<file path="src/rtl/display_pkg.sv">
// Shared types and segment decoding for the multiplexed hex display.
// Segment codes are active-low {a,b,c,d,e,f,g,dp}.
package display_pkg;

    typedef logic [7:0] seg_t;

    localparam seg_t SEG_OFF = 8'hFF;

    function automatic seg_t hex_to_seg(input logic [3:0] nibble);
        seg_t s;
        s = SEG_OFF;
        unique case (nibble)
            4'h0: s = 8'h03;
            4'h1: s = 8'h9F;
            4'h2: s = 8'h25;
            4'h3: s = 8'h0D;
            4'h4: s = 8'h99;
            4'h5: s = 8'h49;
            4'h6: s = 8'h41;
            4'h7: s = 8'h1F;
            4'h8: s = 8'h01;
            4'h9: s = 8'h19;
            4'hA: s = 8'h11;
            4'hB: s = 8'hC1;
            4'hC: s = 8'h63;
            4'hD: s = 8'h85;
            4'hE: s = 8'h61;
            4'hF: s = 8'h71;
        endcase
        return s;
    endfunction

endpackage

</file>
<file path="src/rtl/display_hex_scan_if.sv">
// Bundle between UI/datapath logic and the scanned display driver.
// master = the logic supplying the value, slave = the driver.
interface display_hex_scan_if #(
    parameter int N_DIGITS = 8,
    parameter int BRIGHT_W = 4
);
    logic [4*N_DIGITS-1:0] numero_entrada;
    logic                  power_on;
    logic [N_DIGITS-1:0]   dp_mask;
    logic [N_DIGITS-1:0]   blink_mask;
    logic                  lz_blank;
    logic [BRIGHT_W-1:0]   brillo;
    logic                  frame_start;
    logic [7:0]            SEG;
    logic [N_DIGITS-1:0]   ANODO;

    modport master (
        output numero_entrada, power_on, dp_mask, blink_mask,
        output lz_blank, brillo,
        input  frame_start, SEG, ANODO
    );

    modport slave (
        input  numero_entrada, power_on, dp_mask, blink_mask,
        input  lz_blank, brillo,
        output frame_start, SEG, ANODO
    );
endinterface

</file>
<file path="src/rtl/display_hex_scan_timer.sv">
// Refresh prescaler, digit index and blink frame counter.
// tick_next / blink_flip let the caller register outputs for the next cycle.
module scan_timer #(
    parameter int REFRESH_DIV  = 100000,
    parameter int N_DIGITS     = 8,
    parameter int BLINK_FRAMES = 64,
    parameter int IDX_W        = (N_DIGITS > 1) ? $clog2(N_DIGITS) : 1
) (
    input  logic             clk,
    input  logic             reset,
    output logic             tick,
    output logic             tick_next,
    output logic [IDX_W-1:0] digit_idx,
    output logic             frame_start,
    output logic             blink_phase,
    output logic             blink_flip
);
    localparam int CNT_W = $clog2(REFRESH_DIV);
    localparam int FR_W  = (BLINK_FRAMES > 1) ? $clog2(BLINK_FRAMES) : 1;

    logic [CNT_W-1:0] cnt;
    logic [FR_W-1:0]  frames;
    logic             last_idx;
    logic             last_frame;

    assign tick        = cnt == CNT_W'(REFRESH_DIV - 1);
    assign tick_next   = cnt == CNT_W'(REFRESH_DIV - 2);
    assign last_idx    = digit_idx == IDX_W'(N_DIGITS - 1);
    assign last_frame  = frames == FR_W'(BLINK_FRAMES - 1);
    assign frame_start = tick & last_idx;
    assign blink_flip  = frame_start & last_frame;

    always_ff @(posedge clk) begin
        if (reset) begin
            cnt         <= '0;
            digit_idx   <= '0;
            frames      <= '0;
            blink_phase <= 1'b0;
        end else begin
            cnt <= tick ? '0 : cnt + 1'b1;
            if (tick)
                digit_idx <= last_idx ? '0 : digit_idx + 1'b1;
            if (frame_start)
                frames <= last_frame ? '0 : frames + 1'b1;
            if (blink_flip)
                blink_phase <= ~blink_phase;
        end
    end
endmodule

</file>
<file path="src/rtl/display_hex_scan.sv">
// Multiplexed 7-segment driver with frame snapshot, LZ blanking, blink and PWM.
// Output registers are loaded from next-cycle state so they track the scan exactly.
module display_hex_scan
    import display_pkg::*;
#(
    parameter int N_DIGITS     = 8,
    parameter int REFRESH_DIV  = 100000,
    parameter int BRIGHT_W     = 4,
    parameter int BLINK_FRAMES = 64
) (
    input logic              clk,
    input logic              reset,
    display_hex_scan_if.slave bus
);
    localparam int IDX_W = (N_DIGITS > 1) ? $clog2(N_DIGITS) : 1;

    logic                  tick, tick_next, wrap, blink_phase, blink_flip;
    logic [IDX_W-1:0]      idx, idx_next;
    logic [4*N_DIGITS-1:0] snap_val, val_n;
    logic [N_DIGITS-1:0]   snap_dp, dp_n, snap_blink, blink_n, upper_zero;
    logic                  snap_lz, lz_n, phase_n;
    logic [BRIGHT_W-1:0]   pwm_cnt, pwm_next;
    logic [3:0]            nib;
    logic                  pwm_on, lz_hide, blink_hide, lit;

    scan_timer #(
        .REFRESH_DIV (REFRESH_DIV),
        .N_DIGITS    (N_DIGITS),
        .BLINK_FRAMES(BLINK_FRAMES),
        .IDX_W       (IDX_W)
    ) u_timer (
        .clk        (clk),
        .reset      (reset),
        .tick       (tick),
        .tick_next  (tick_next),
        .digit_idx  (idx),
        .frame_start(wrap),
        .blink_phase(blink_phase),
        .blink_flip (blink_flip)
    );

    assign idx_next = !tick ? idx : (wrap ? '0 : idx + 1'b1);
    assign val_n    = wrap ? bus.numero_entrada : snap_val;
    assign dp_n     = wrap ? bus.dp_mask : snap_dp;
    assign blink_n  = wrap ? bus.blink_mask : snap_blink;
    assign lz_n     = wrap ? bus.lz_blank : snap_lz;
    assign phase_n  = blink_phase ^ blink_flip;
    assign pwm_next = tick ? '0 : pwm_cnt + 1'b1;

    // upper_zero[k]: every nibble at index >= k is zero
    always_comb begin
        logic acc;
        acc        = 1'b1;
        upper_zero = '0;
        for (int k = N_DIGITS - 1; k >= 0; k--) begin
            acc           = acc & (val_n[4*k +: 4] == 4'h0);
            upper_zero[k] = acc;
        end
    end

    assign nib        = val_n[{idx_next, 2'b00} +: 4];
    assign pwm_on     = (&bus.brillo) | (pwm_next < bus.brillo);
    assign lz_hide    = lz_n & (idx_next != '0) & upper_zero[idx_next];
    assign blink_hide = blink_n[idx_next] & phase_n;
    assign lit        = bus.power_on & pwm_on & ~tick_next
                      & ~lz_hide & ~blink_hide;

    always_ff @(posedge clk) begin
        if (reset) begin
            snap_val        <= '0;
            snap_dp         <= '0;
            snap_blink      <= '0;
            snap_lz         <= 1'b0;
            pwm_cnt         <= '0;
            bus.SEG         <= SEG_OFF;
            bus.ANODO       <= '1;
            bus.frame_start <= 1'b0;
        end else begin
            snap_val        <= val_n;
            snap_dp         <= dp_n;
            snap_blink      <= blink_n;
            snap_lz         <= lz_n;
            pwm_cnt         <= pwm_next;
            bus.frame_start <= wrap;
            if (lit) begin
                bus.SEG   <= hex_to_seg(nib) & ~{7'b0, dp_n[idx_next]};
                bus.ANODO <= ~(N_DIGITS'(1) << idx_next);
            end else begin
                bus.SEG   <= SEG_OFF;
                bus.ANODO <= '1;
            end
        end
    end
endmodule

</file>
<file path="src/flat_wrapper.sv">
// flat-port wrapper written by rule: the top's interface ports become plain ports
module display_hex_scan_flat import display_pkg::*;
#(
    parameter int N_DIGITS     = 8,
    parameter int REFRESH_DIV  = 100000,
    parameter int BRIGHT_W     = 4,
    parameter int BLINK_FRAMES = 64
)
  (clk, reset, bus_numero_entrada, bus_power_on, bus_dp_mask, bus_blink_mask, bus_lz_blank, bus_brillo, bus_frame_start, bus_SEG, bus_ANODO);
  display_hex_scan_if #(.N_DIGITS(N_DIGITS), .BRIGHT_W(BRIGHT_W)) bus_i ();
  input logic clk;
  input logic reset;
  input wire logic [$bits(bus_i.numero_entrada)-1:0] bus_numero_entrada;
  input wire logic [$bits(bus_i.power_on)-1:0] bus_power_on;
  input wire logic [$bits(bus_i.dp_mask)-1:0] bus_dp_mask;
  input wire logic [$bits(bus_i.blink_mask)-1:0] bus_blink_mask;
  input wire logic [$bits(bus_i.lz_blank)-1:0] bus_lz_blank;
  input wire logic [$bits(bus_i.brillo)-1:0] bus_brillo;
  output wire logic [$bits(bus_i.frame_start)-1:0] bus_frame_start;
  output wire logic [$bits(bus_i.SEG)-1:0] bus_SEG;
  output wire logic [$bits(bus_i.ANODO)-1:0] bus_ANODO;
  assign bus_i.numero_entrada = bus_numero_entrada;
  assign bus_i.power_on = bus_power_on;
  assign bus_i.dp_mask = bus_dp_mask;
  assign bus_i.blink_mask = bus_blink_mask;
  assign bus_i.lz_blank = bus_lz_blank;
  assign bus_i.brillo = bus_brillo;
  assign bus_frame_start = bus_i.frame_start;
  assign bus_SEG = bus_i.SEG;
  assign bus_ANODO = bus_i.ANODO;
  display_hex_scan #(.N_DIGITS(N_DIGITS), .REFRESH_DIV(REFRESH_DIV), .BRIGHT_W(BRIGHT_W), .BLINK_FRAMES(BLINK_FRAMES)) u_core (.clk(clk), .reset(reset), .bus(bus_i));
endmodule
</file>
<file path="config.mk">
export PLATFORM = sky130hd
export DESIGN_NAME = display_hex_scan_flat
export DESIGN_NICKNAME = d
export VERILOG_FILES = /design/src/rtl/display_pkg.sv /design/src/rtl/display_hex_scan_if.sv /design/src/rtl/display_hex_scan_timer.sv /design/src/rtl/display_hex_scan.sv /design/src/flat_wrapper.sv
export SDC_FILE = /design/constraint.sdc
export NUM_CORES = 1
export LEC_CHECK = 0
export BUFFER_PORTS_ARGS = -buffer_cell sky130_fd_sc_hd__buf_2
export CAP_MARGIN = 40
export CORE_UTILIZATION = 52
export DETAILED_ROUTE_END_ITERATION = 6
export PLACE_DENSITY_LB_ADDON = 0.15
export SLEW_MARGIN = 20
export SYNTH_ARGS = -nofsm -noshare
export SYNTH_HDL_FRONTEND = slang
export SYNTH_HIERARCHICAL = 1
export SYNTH_SLANG_ARGS = --single-unit
</file>
<file path="constraint.sdc">
create_clock -name clk -period 3.6 [get_ports clk]
set_input_delay 0.72 -clock clk [delete_from_list [all_inputs] [get_ports clk]]
set_output_delay 0.72 -clock clk [all_outputs]
set_load 0.01 [all_outputs]
</file>
==> impl_metrics.json <==
{
  "outcome": "finished clean",
  "clockBufferDepth": 2,
  "synth-seq-cells": 97,
  "clk_latency_ps": 380,
  "synthFlopType": "dfxtp_1",
  "arrival_ps": 3720,
  "grt_pass1_wl_mm": 19.9,
  "final_common_cell": "dfxtp_1",
  "port_buffers": 72,
  "vias": 4438,
  "internal_power_mw": 1.48,
  "vias_per_cell": 5.70,
  "drc": 0,
  "path_cells": "nor4b_4 > nand4_4 > nor2_4 > buf_4 > o21a_1 > mux2_2 > o21ai_0 > a22oi_2 > inv_1 > ha_1 > nor2_1 > a211oi_1 > o31ai_1",
  "fp.dieArea_sq_mm": 0.0102,
  "syn_nets": 642,
  "ys_warn_count": 6,
  "wire_per_inst_um": 16.2,
  "antenna_cells": 0,
  "gp_congestion": 0.898,
  "power.switching_mw": 0.473,
  "drv_cap": 0,
  "drt_first_iter_violations": 224,
  "cts_tree": "done",
  "grt_max_degree": 68,
  "synth_area_leaders": "dfxtp_1, mux2i_1, nor2_1",
  "hold_class": "register to register",
  "core_sq_mm": 0.00937,
  "rows": 35,
  "synth-async-reset-ratio_pct": 0,
  "post-place-ws_ps": -27.8,
  "antenna_found_initial": 0,
  "layout_common_cells": "dfxtp_1, nor2_1, buf_2",
  "finalHoldViolCount": 0,
  "p_seq_share_pct": 55.8,
  "slowest_delay_ps": 390,
  "cts_inserted_buffers": 9,
  "leakage_nw": 2.24,
  "critPathRequiredTime_ps": 3880,
  "syn_inst": 570,
  "powerDensity_mw_per_mm2": 326,
  "io_pins": 73,
  "n_fill_cell": 845,
  "grt_setup_unrepaired": "true",
  "final_layout_size_suffix_gt1_share_pct": 24.7,
  "max_freq_ghz": 0.291,
  "ctsRootBufferMaster": "clkbuf_8",
  "yosysTopAreaCell": "dfxtp_1",
  "netlist_area_sq_mm": 0.00510,
  "avgSynthCellArea_sq_um": 8.96,
  "fin_area_sq_mm": 0.00599,
  "synth_top_area_share_pct": 38.0,
  "finClkSkew_ps": 13.8,
  "hold_buffers": 0,
  "syn2layout_area_growth_pct": 17.3,
  "ir_worst_vdd_mv": 0.228,
  "clk_pin_slew_ps": 90,
  "critical_path_class": "register to register",
  "dr.pass1.iters": 5,
  "critPathSlowestCell": "dfxtp_1",
  "slew_headroom_pct": 55.0,
  "fin_crit_sh_pct": 95.5,
  "grt_overflow": 0,
  "worst_setup_path_start_kind": "register",
  "die_y_um": 101,
  "post_dp_cell_area_sq_mm": 0.00562,
  "p_clk_share_pct": 38.6,
  "worst_slew_pin_slew_ps": 676,
  "first_global_vias": 4075,
  "reg2reg_slack_ps": 160,
  "ant_nets": 0,
  "finalCriticalPeriod_ps": 3440,
  "layout_setup_ws_ps": 162,
  "end_kind": "register",
  "grt_usage_pct": 25.1,
  "totalWireLength_mm": 12.6,
  "final_nets": 716,
  "synth.yosys.seq_area_share_pct": 38.0,
  "crit_path_max_fanout": 10,
  "synth_edf_count": 0,
  "synth_cell_types": 72,
  "cts.sinks": 97,
  "comb_power_share_pct": 5.5,
  "post-dp-hpwl_mm": 9.02,
  "initial_core_util_pct": 54.5,
  "h-tree-depth": 3,
  "setup_viol_count_final": 0,
  "die_x_um": 101,
  "p_sw_share_pct": 24.2,
  "drv_slew": 0
}
[state kept, by name, summed over array words and instances, names as in the netlist]
register,count
u_core/bus.SEG,8
u_core/snap_val,32
u_core/pwm_cnt,4
u_core/snap_dp,8
u_core/bus.frame_start,1
u_core/u_timer/cnt,17
u_core/u_timer/blink_phase,1
u_core/snap_lz,1
u_core/u_timer/digit_idx,3
u_core/u_timer/frames,6
u_core/snap_blink,8
u_core/bus.ANODO,8
[logic make-up (layout without fill, tap and decap cells)]
group / after synthesis / in the layout / synth area share, %
mux: 62 / 62 / 12.5
buf+inv: 50 / 129 / 4.85
simple gates: 224 / 224 / 22.4
fa+ha+maj: 16 / 16 / 3.92
flops: 97 / 97 / 38.0
compound gates: 104 / 104 / 15.2
xor+xnor: 17 / 17 / 3.06
[stage by stage]
step	setup TNS, ps	hold WS [ps]	util, %	instances	total power, mW
floorplan	0	441	-	570	1.17
global placement	0	455	59.9	757	1.22
detailed placement	-67.6	468	60.0	758	1.22
CTS	0	488	62.3	774	1.98
global route	-30.3	509	63.9	778	2.04
finish	0	483	63.9	778	1.95
[layer usage]
metal / track usage [%] / vias to the layer above / routed length [um] / share of wire (%)
met5: 0 / - / 0 / 0
met4: 8.92 / 0 / 253 / 2.0
met3: 5.06 / 24 / 778 / 6.2
met2: 40.3 / 142 / 5730 / 46
met1: 33.4 / 2063 / 5800 / 46
li1: - / 2209 / - / -
[layout make-up]
| cell class | count | area, sq um | area share (%) |
|---|---|---|---|
| inverters | 16 | 60.1 | 1.00 |
| clock buffers | 10 | 138 | 2.30 |
| clock inverters | 6 | 73.8 | 1.23 |
| multi-input cells | 423 | 3010 | 50.3 |
| flip-flops and latches | 97 | 1940 | 32.4 |
| well taps | 129 | 161 | 2.70 |
| repair buffers | 97 | 603 | 10.1 |
[critical path: cells and delay by family (launching register included)]
kind                       cells  cell delay, ps
AOI/OAI and AO/OA              5            1010
DFF                            1             390
adders and majority gates      1             280
and+or+nand+nor                4             920
muxes                          1             360
buffers and inverters          2             370
[path summary, 6_finish.rpt]
kind                                            start                     to  cells past startpoint
worst min-delay path            u_core/u_timer/cnt[0]  u_core/u_timer/cnt[0]                      1
worst max register to register  u_core/u_timer/cnt[6]      u_core/bus.SEG[4]                     13
worst max-delay path            u_core/u_timer/cnt[6]      u_core/bus.SEG[4]                     13
worst min register to register  u_core/u_timer/cnt[0]  u_core/u_timer/cnt[0]                      1
[what timing repair did]
item	in CTS	in global routing
pin swaps	0	2
endpoints found under the setup margin	3	16
buffers inserted	0	2
resized for setup	1	16
gates cloned	0	2
[power groups by stage]
stage | Combinational [mW] | Clock, mW | Sequential [mW]
6_report | 0.108 | 0.755 | 1.09
3_5_place_dp | 0.107 | 0 | 1.12
4_1_cts | 0.107 | 0.781 | 1.09
3_3_place_gp | 0.104 | 0 | 1.12
2_1_floorplan | 0.0466 | 0 | 1.12
5_1_grt | 0.121 | 0.824 | 1.09
[synthesized netlist by cell type (all sizes together) (5+ instances only)]
cell type   n
xor2        9
clkbuf     11
nor3       12
a22oi       5
a211oi      6
mux2i      47
or4         5
o31ai       6
buf        23
nand4       8
dfxtp      97
a21oi      23
nor2       80
o21ai      18
nor4        7
xnor2       8
ha         16
nor2b      10
nand3      30
mux2       15
nand2      38
inv        16
o211ai     12
o221ai      5
(Power assumes the default switching activity.)
